===== src/rtl/sr_latch_driver.sv =====
// -----------------------------------------------------------------------------
// sr_latch_driver
//
// Turns two raw, asynchronous request levels (set / clear pushbuttons) into
// clean, mutually exclusive set and reset pulses for a downstream NOR SR latch.
//
// Each request input goes through this path:
//   two-flop synchroniser -> debouncer -> rising-edge event
// The events then drive a small pulse FSM (IDLE / SET_P / CLR_P / GAP).
//
// Parameters
//   DEBOUNCE_CYCLES : consecutive disagreeing cycles needed before a debounced
//                     level follows its input (1..255)
//   PULSE_CYCLES    : width of each s or r pulse in clock cycles (1..15)
//
// Ports
//   clk      : single clock; all state changes on the rising edge
//   rst_n    : asynchronous, active-low reset
//   set_req  : raw set request level
//   clr_req  : raw clear request level
//   s        : registered set pulse to the latch
//   r        : registered reset pulse to the latch
//   q_mirror : registered copy of the latch state the driver has commanded
//   busy     : high while the FSM is outside IDLE
//   conflict : one-cycle pulse when simultaneous set and clear were discarded
//
// Latency from the first edge that samples a stable high request to the first
// cycle of the pulse is DEBOUNCE_CYCLES+4 edges: 2 synchroniser flops,
// DEBOUNCE_CYCLES debounce cycles, 1 event register, 1 output register.
// -----------------------------------------------------------------------------
module sr_latch_driver #(
  parameter int unsigned DEBOUNCE_CYCLES = 4,
  parameter int unsigned PULSE_CYCLES    = 2
) (
  input  logic clk,
  input  logic rst_n,
  input  logic set_req,
  input  logic clr_req,
  output logic s,
  output logic r,
  output logic q_mirror,
  output logic busy,
  output logic conflict
);

  // Channel indices into the per-input vectors.
  localparam int CH_SET = 0;
  localparam int CH_CLR = 1;

  // Terminal values: the counter "reaches" the target on the cycle it would
  // otherwise step past the last value.
  localparam logic [7:0] DEB_LAST   = 8'(DEBOUNCE_CYCLES - 1);
  localparam logic [3:0] PULSE_LAST = 4'(PULSE_CYCLES - 1);

  typedef enum logic [1:0] {
    IDLE  = 2'd0,
    SET_P = 2'd1,
    CLR_P = 2'd2,
    GAP   = 2'd3
  } state_t;

  // ---------------------------------------------------------------------------
  // Input conditioning: one identical channel per request input.
  // ---------------------------------------------------------------------------
  logic [1:0] req_raw;
  logic [1:0] req_evt;

  assign req_raw[CH_SET] = set_req;
  assign req_raw[CH_CLR] = clr_req;

  genvar gi;
  generate
    for (gi = 0; gi < 2; gi++) begin : g_chan
      logic       sync1_reg;
      logic       sync2_reg;
      logic       deb_reg;
      logic       deb_prev_reg;
      logic       evt_reg;
      logic [7:0] cnt_reg;

      always_ff @(posedge clk or negedge rst_n) begin
        if (!rst_n) begin
          sync1_reg    <= 1'b0;
          sync2_reg    <= 1'b0;
          deb_reg      <= 1'b0;
          deb_prev_reg <= 1'b0;
          evt_reg      <= 1'b0;
          cnt_reg      <= '0;
        end else begin
          sync1_reg <= req_raw[gi];
          sync2_reg <= sync1_reg;

          // The counter measures how long the synchronised level has
          // disagreed with the debounced one; any agreement restarts it.
          if (sync2_reg == deb_reg) begin
            cnt_reg <= '0;
          end else if (cnt_reg == DEB_LAST) begin
            deb_reg <= ~deb_reg;
            cnt_reg <= '0;
          end else begin
            cnt_reg <= cnt_reg + 8'd1;
          end

          // Only rising edges of the debounced level become events.
          deb_prev_reg <= deb_reg;
          evt_reg      <= deb_reg & ~deb_prev_reg;
        end
      end

      assign req_evt[gi] = evt_reg;
    end
  endgenerate

  // ---------------------------------------------------------------------------
  // Pulse FSM
  // ---------------------------------------------------------------------------
  state_t     state_reg,    state_next;
  logic [3:0] pcnt_reg,     pcnt_next;
  logic       pend_set_reg, pend_set_next;
  logic       pend_clr_reg, pend_clr_next;
  logic       q_reg,        q_next;
  logic       conflict_reg, conflict_next;
  logic       s_reg;
  logic       r_reg;
  logic       busy_reg;

  // Requests visible in IDLE: pending flags merged with live events. Merging
  // means a pending request always takes effect in the first IDLE cycle, and
  // a pending request of one type plus a live one of the other is a conflict.
  logic set_any;
  logic clr_any;

  assign set_any = req_evt[CH_SET] | pend_set_reg;
  assign clr_any = req_evt[CH_CLR] | pend_clr_reg;

  always_comb begin
    state_next    = state_reg;
    pcnt_next     = pcnt_reg;
    pend_set_next = pend_set_reg;
    pend_clr_next = pend_clr_reg;
    q_next        = q_reg;
    conflict_next = 1'b0;

    case (state_reg)
      IDLE: begin
        if (set_any && clr_any) begin
          // Ambiguous intent: drop both and flag it, latch untouched.
          conflict_next = 1'b1;
          pend_set_next = 1'b0;
          pend_clr_next = 1'b0;
        end else if (set_any) begin
          pend_set_next = 1'b0;
          // A set while already set is consumed silently.
          if (!q_reg) begin
            state_next = SET_P;
            pcnt_next  = '0;
            q_next     = 1'b1;
          end
        end else if (clr_any) begin
          pend_clr_next = 1'b0;
          if (q_reg) begin
            state_next = CLR_P;
            pcnt_next  = '0;
            q_next     = 1'b0;
          end
        end
      end

      SET_P, CLR_P: begin
        pend_set_next = pend_set_reg | req_evt[CH_SET];
        pend_clr_next = pend_clr_reg | req_evt[CH_CLR];
        if (pcnt_reg == PULSE_LAST) begin
          state_next = GAP;
        end else begin
          pcnt_next = pcnt_reg + 4'd1;
        end
      end

      GAP: begin
        // One dead cycle so s and r never touch back to back.
        pend_set_next = pend_set_reg | req_evt[CH_SET];
        pend_clr_next = pend_clr_reg | req_evt[CH_CLR];
        state_next    = IDLE;
      end

      default: begin
        state_next = IDLE;
      end
    endcase
  end

  always_ff @(posedge clk or negedge rst_n) begin
    if (!rst_n) begin
      state_reg    <= IDLE;
      pcnt_reg     <= '0;
      pend_set_reg <= 1'b0;
      pend_clr_reg <= 1'b0;
      q_reg        <= 1'b0;
      conflict_reg <= 1'b0;
      s_reg        <= 1'b0;
      r_reg        <= 1'b0;
      busy_reg     <= 1'b0;
    end else begin
      state_reg    <= state_next;
      pcnt_reg     <= pcnt_next;
      pend_set_reg <= pend_set_next;
      pend_clr_reg <= pend_clr_next;
      q_reg        <= q_next;
      conflict_reg <= conflict_next;
      // Outputs are decoded from the next state so they are glitch-free
      // registers that line up exactly with the state they describe.
      s_reg        <= (state_next == SET_P);
      r_reg        <= (state_next == CLR_P);
      busy_reg     <= (state_next != IDLE);
    end
  end

  assign s        = s_reg;
  assign r        = r_reg;
  assign q_mirror = q_reg;
  assign busy     = busy_reg;
  assign conflict = conflict_reg;

endmodule


===== config.mk =====
export PLATFORM = sky130hd
export DESIGN_NAME = sr_latch_driver
export DESIGN_NICKNAME = d
export VERILOG_FILES = /design/src/rtl/sr_latch_driver.sv
export SDC_FILE = /design/constraint.sdc
export NUM_CORES = 1
export LEC_CHECK = 0
export CAP_MARGIN = 20
export CORE_UTILIZATION = 55
export CTS_BUF_LIST = sky130_fd_sc_hd__clkbuf_2 sky130_fd_sc_hd__clkbuf_4 sky130_fd_sc_hd__clkbuf_8
export CTS_CLUSTER_DIAMETER = 50
export DETAILED_ROUTE_END_ITERATION = 6
export GPL_ROUTABILITY_DRIVEN = 0
export PLACE_DENSITY = 0.78
export SLEW_MARGIN = 30
export SYNTH_ARGS = -nofsm -noshare
export SYNTH_HDL_FRONTEND = slang
export SYNTH_SLANG_ARGS = --single-unit

===== constraint.sdc =====
create_clock -name clk -period 2.2 [get_ports clk]
set_input_delay 0.22 -clock clk [delete_from_list [all_inputs] [get_ports clk]]
set_output_delay 0.22 -clock clk [all_outputs]
set_load 0.01 [all_outputs]

# [Yosys cells after proc, flatten, opt, wreduce, memory -nomap -nowiden]
# Cells that the tools add are included.
[op_classes] n_addsub=3 eq_ne=18 mux=28 n_bitwise=11 reduce_logical=12
[op_table] op="two-way mux 8 bit" count=4
[op_table] op="two-way mux 4 bit" count=6
[op_table] op="!= test 3 bit (second input constant)" count=6
[op_table] op="adder 8 x 1 -> 8 bit (second input constant)" count=2
[op_table] op="== test 8 x 2 -> 1 bit (second input constant)" count=2
[op_table] op="two-way mux 2 bit" count=6
[op_table] op="two-way mux 1 bit" count=8
[op_table] op="one-hot mux 4 bit (2 select lines)" count=1
[op_table] op="NOT 1 bit" count=7
[op_table] op="== test 2 bit (second input constant)" count=3
[op_table] op="one-hot mux 2 bit (3 select lines)" count=1
[op_table] op="AND reduction 2 bit" count=3
[op_table] op="AND reduction 6 bit" count=1
[op_table] op="nonzero test 2 bit" count=3
[op_table] op="adder 4 x 1 -> 4 bit (second input constant)" count=1
[op_table] op="== test 2 x 1 -> 1 bit (second input constant)" count=2
[op_table] op="== test 4 x 1 -> 1 bit (second input constant)" count=1
[op_table] op="!= test 2 bit (second input constant)" count=2
[op_table] op="one-hot mux 1 bit (2 select lines)" count=2
[op_table] op="AND reduction 3 bit" count=1
[op_table] op="OR reduction 3 bit" count=1
[op_table] op="bitwise AND 1 bit" count=2
[op_table] op="== test 1 bit" count=2
[op_table] op="zero test 2 bit" count=1
[op_table] op="3 further kinds" count=4
[totals] regBits=39 inputBits=4 out_inout_bits=5 word_cells=93

# [Logic depth before layout (Yosys ltp)]
[logic_depth] depth_word=6 ltp_mapped=7 depth_no_buf=6

# [Worst setup path after synthesis]
# No wires, ideal clock.
[synth_timing] path_type="register -> register" start="register state_reg[0]" end="register pcnt_reg[0]" setup_ps=125 arrival_time_ps=1712 required_ps=2075 slack_ps=363 path_stages_with_launch=7 n_path_buf=1 synth_period_minus_slack_ps=1837 cell_sequence="dfrtp_1 > inv_1 > ha_1 > clkbuf_1 > a211oi_1 > nand2_2 > mux2_4"
[synth_via] elab_chain_cells=4 word_cells_on_any_way=12 classes_between="7 x eq/ne; 1 x mux; 4 x reduce/logical"
[synth_rtl] element="from (decl)" line="117" text="state_t state_reg, state_next;"
[synth_rtl] element="from (signal assigned)" line="204" text="state_reg <= state_next;"
[synth_rtl] element="== test 2 x 1 -> 1 bit / == test 2 bit (equally long branches)" line="144" text="case (state_reg)"
[synth_rtl] element="OR reduction 2 bit" line="144"
[synth_rtl] element="!= test 2 bit (no line) / nonzero test 2 bit (equally long branches)"
[synth_rtl] element="AND reduction 6 bit (no line)"
[synth_rtl] element="to (signal assigned)" line="205" text="pcnt_reg <= pcnt_next;"
[synth_rtl] element="to (decl)" line="118" text="logic [3:0] pcnt_reg, pcnt_next;"
# Parallel ways exist; a longest one is shown, timed or not.
# A chain may end at the register's enable or synchronous reset.

# [Final worst setup path]
# Same ends and word-level chain as after synthesis.

==> metrics.txt <==
Synth cell types 42; actual transition at the worst max-transition pin 819 ps; post-synth top area cell dfrtp_1; clock slew at reported path FFs 120 ps; ys async rst share 100%; Setup Viol. Count Final 0; initial drt markers 41; Post-DRT Antenna Nets 0; PwrDens 1280 mW/mm^2; Critical path origin state_reg[0]; max cap viols 0; pre-CTS setup slack 158 ps; Worst Min Path Start set_req; DR WL/cell 13.2 microns; Post-synth EDFFs 0; WP data required 2450 ps; TritonCTS clock tree built; Worst Skew 17.8 ps; Seq/Total Area, Yosys 55.7%; I/O pins 9; Critical Path Sink Type register; First-pass DRT Iterations 4; Synth Cell Area 0.00175 sq mm; Levels on crit path 6; Hold Violations, Final 0; Lkg Pwr 0.000907 uW; delay-heaviest family, CP adder cells; commonest cells after routing, fill and taps aside 39 x dfrtp_1, 22 x nor2_1, 10 x nand3_1, 8 x nand2_1; Area contributors post-synth dfrtp_1 56%, ha_1 5.0%, nor2_1 4.7%; Worst-Skew Late Latency 350 ps; vias in the first global route 1150; total gr overflow 0; Total GRT Usage 19.5%; cts bufs inserted 5; Max Freq 0.484 GHz; synthesized netlist cell count 157; largest net degree at the start of global routing 40; Max Slew Vio Count 0; CP bufs+invs 1; Startpoint Class register; first-pass GRT wire length 4.86 mm; HPWL Detailed 2.00 mm; top cell type's share of synthesized area 55.7%; Hold WC Path Type in2reg; n_diodes 0; Seq cells post-synth 39; Max Fanout on Critical Path 11; Relative slew margins 45.4%; via count 1166; TNS Setup 0 ps; R2R Setup Slk 130 ps; crit-path cells inv_1, ha_1, nor2_1, a211oi_1, nand2_2, mux2_4; r2r worst-path depth 6; drt via density 5.40; Die H 58.5 microns; Die Wd 58.5 microns; syn nets 168; initial antenna violation count 0; Core ar. 0.00303 sq mm; PortBufs 8; WL final 2.84 mm; Worst Path Arrival 2320 ps; Tcrit/Tclk final 93.9%; final worst slack 133 ps; Peak VDD IR 0.629 mV; share of cells above drive strength 1 11.0%; crit path to pcnt_reg[0]; synth-to-layout area growth 13.5%; slowest stage delay, CP 480 ps; Final min period 2070 ps; Die ar. 0.00342 sq mm; outcome finished, final reports clean; # rows 20; fin nets 182; Clk Tree Root Cell clkbuf_4; RSZ-0062 raised after global routing false; H-tree depth 2; Avg Synthesized Cell Area 11.2 sq um; CTS Buffer Depth 2; Initial Utilization 57.9%; critical path type reg2reg; drt drc 0; reg2reg end pcnt_reg[0]; clock sinks 39; Post-synth top flop dfrtp_1; max FFs per register 16; synth warn 0; Layout fillers 228; leading cell type in the layout, fill and taps excluded dfrtp_1; Crit-path slowest cell ha_1; r2r startpoint state_reg[0]
[area by class of cell]
class | count | area [sq um] | area share [%]
Clock buffer | 6 | 45.0 | 2.26
Clock inverter | 2 | 60.1 | 3.02
Inverter | 6 | 22.5 | 1.13
Multi-Input combinational cell | 110 | 746 | 37.5
Sequential cell | 39 | 976 | 49.1
Tap cell | 44 | 55.1 | 2.77
Timing Repair Buffer | 9 | 85.1 | 4.28
[report_power, final]
| group | internal, uW | switching, uW | total [uW] |
|---|---|---|---|
| clock | 367 | 227 | 594 |
| combinational | 401 | 503 | 903 |
| sequential | 893 | 163 | 1060 |
| total | 1660 | 893 | 2550 |
[cells in the mapped netlist, types with 3 or more instances]
library cell / count
nand2_1: 8
dfrtp_1: 39
and3_1: 5
ha_1: 7
nor3_1: 3
a21oi_1: 3
o21ai_0: 6
xnor2_1: 6
nand3_1: 10
nor2b_1: 3
nor2_1: 22
xor2_1: 7
inv_1: 6
[worst min-delay path by stage]
stage	end	slack, ps	depth (start not counted)
floorplan	busy	-80	0
global placement	g_chan[1].sync2_reg	330	0
detailed placement	g_chan[1].sync2_reg	350	0
CTS	g_chan[0].sync1_reg	300	1
global route	g_chan[1].sync1_reg	300	1
finish	g_chan[0].sync1_reg	320	1
[per-stage QoR]
step	cells	instance area (sq um)	total power (uW)	hold slack (ps)	util [%]
floorplan	157	1750	1700	-75.6	-
global placement	207	1870	1910	333	61.9
detailed placement	207	1870	1960	346	61.9
CTS	216	1990	2570	302	65.7
global route	216	1990	2740	295	65.7
finish	216	1990	2550	319	65.7
[worst reg2reg max path, delay by kind of cell (launching register included)]
family	cells	cell delay, ps
AND/OR/NAND/NOR	2	270
AO/OA/AOI/OAI	1	390
multiplexers	1	320
flip-flops	1	410
adder cells (fa/ha/maj)	1	480
buffers and inverters	1	100
[per-layer routing]
layer	routed length [microns]	up-vias	part of all wire, %	GRT usage (%)
li1	-	575	-	-
met1	1250	548	44	23.3
met2	1370	31	48	31.0
met3	125	12	4.4	6.15
met4	101	0	3.6	11.9
met5	0	-	0	0
[timing repair]
action,4_1_cts,5_1_grt
setup buffers,0,0
hold endpoints to repair,39,0
hold buffers,1,0
gates resized for setup,0,0
[cell families (layout without fill, tap and decap cells)]
kind of cell / after synthesis / in the layout / synth area share (%)
flops: 39 / 39 / 55.7
compound gates: 21 / 21 / 8.42
buf+inv: 8 / 23 / 1.78
mux: 5 / 5 / 3.35
simple gates: 64 / 64 / 19.3
fa+ha+maj: 7 / 7 / 5.00
xor+xnor: 13 / 13 / 6.50
Note: power is estimated with default switching activity, not from simulation.
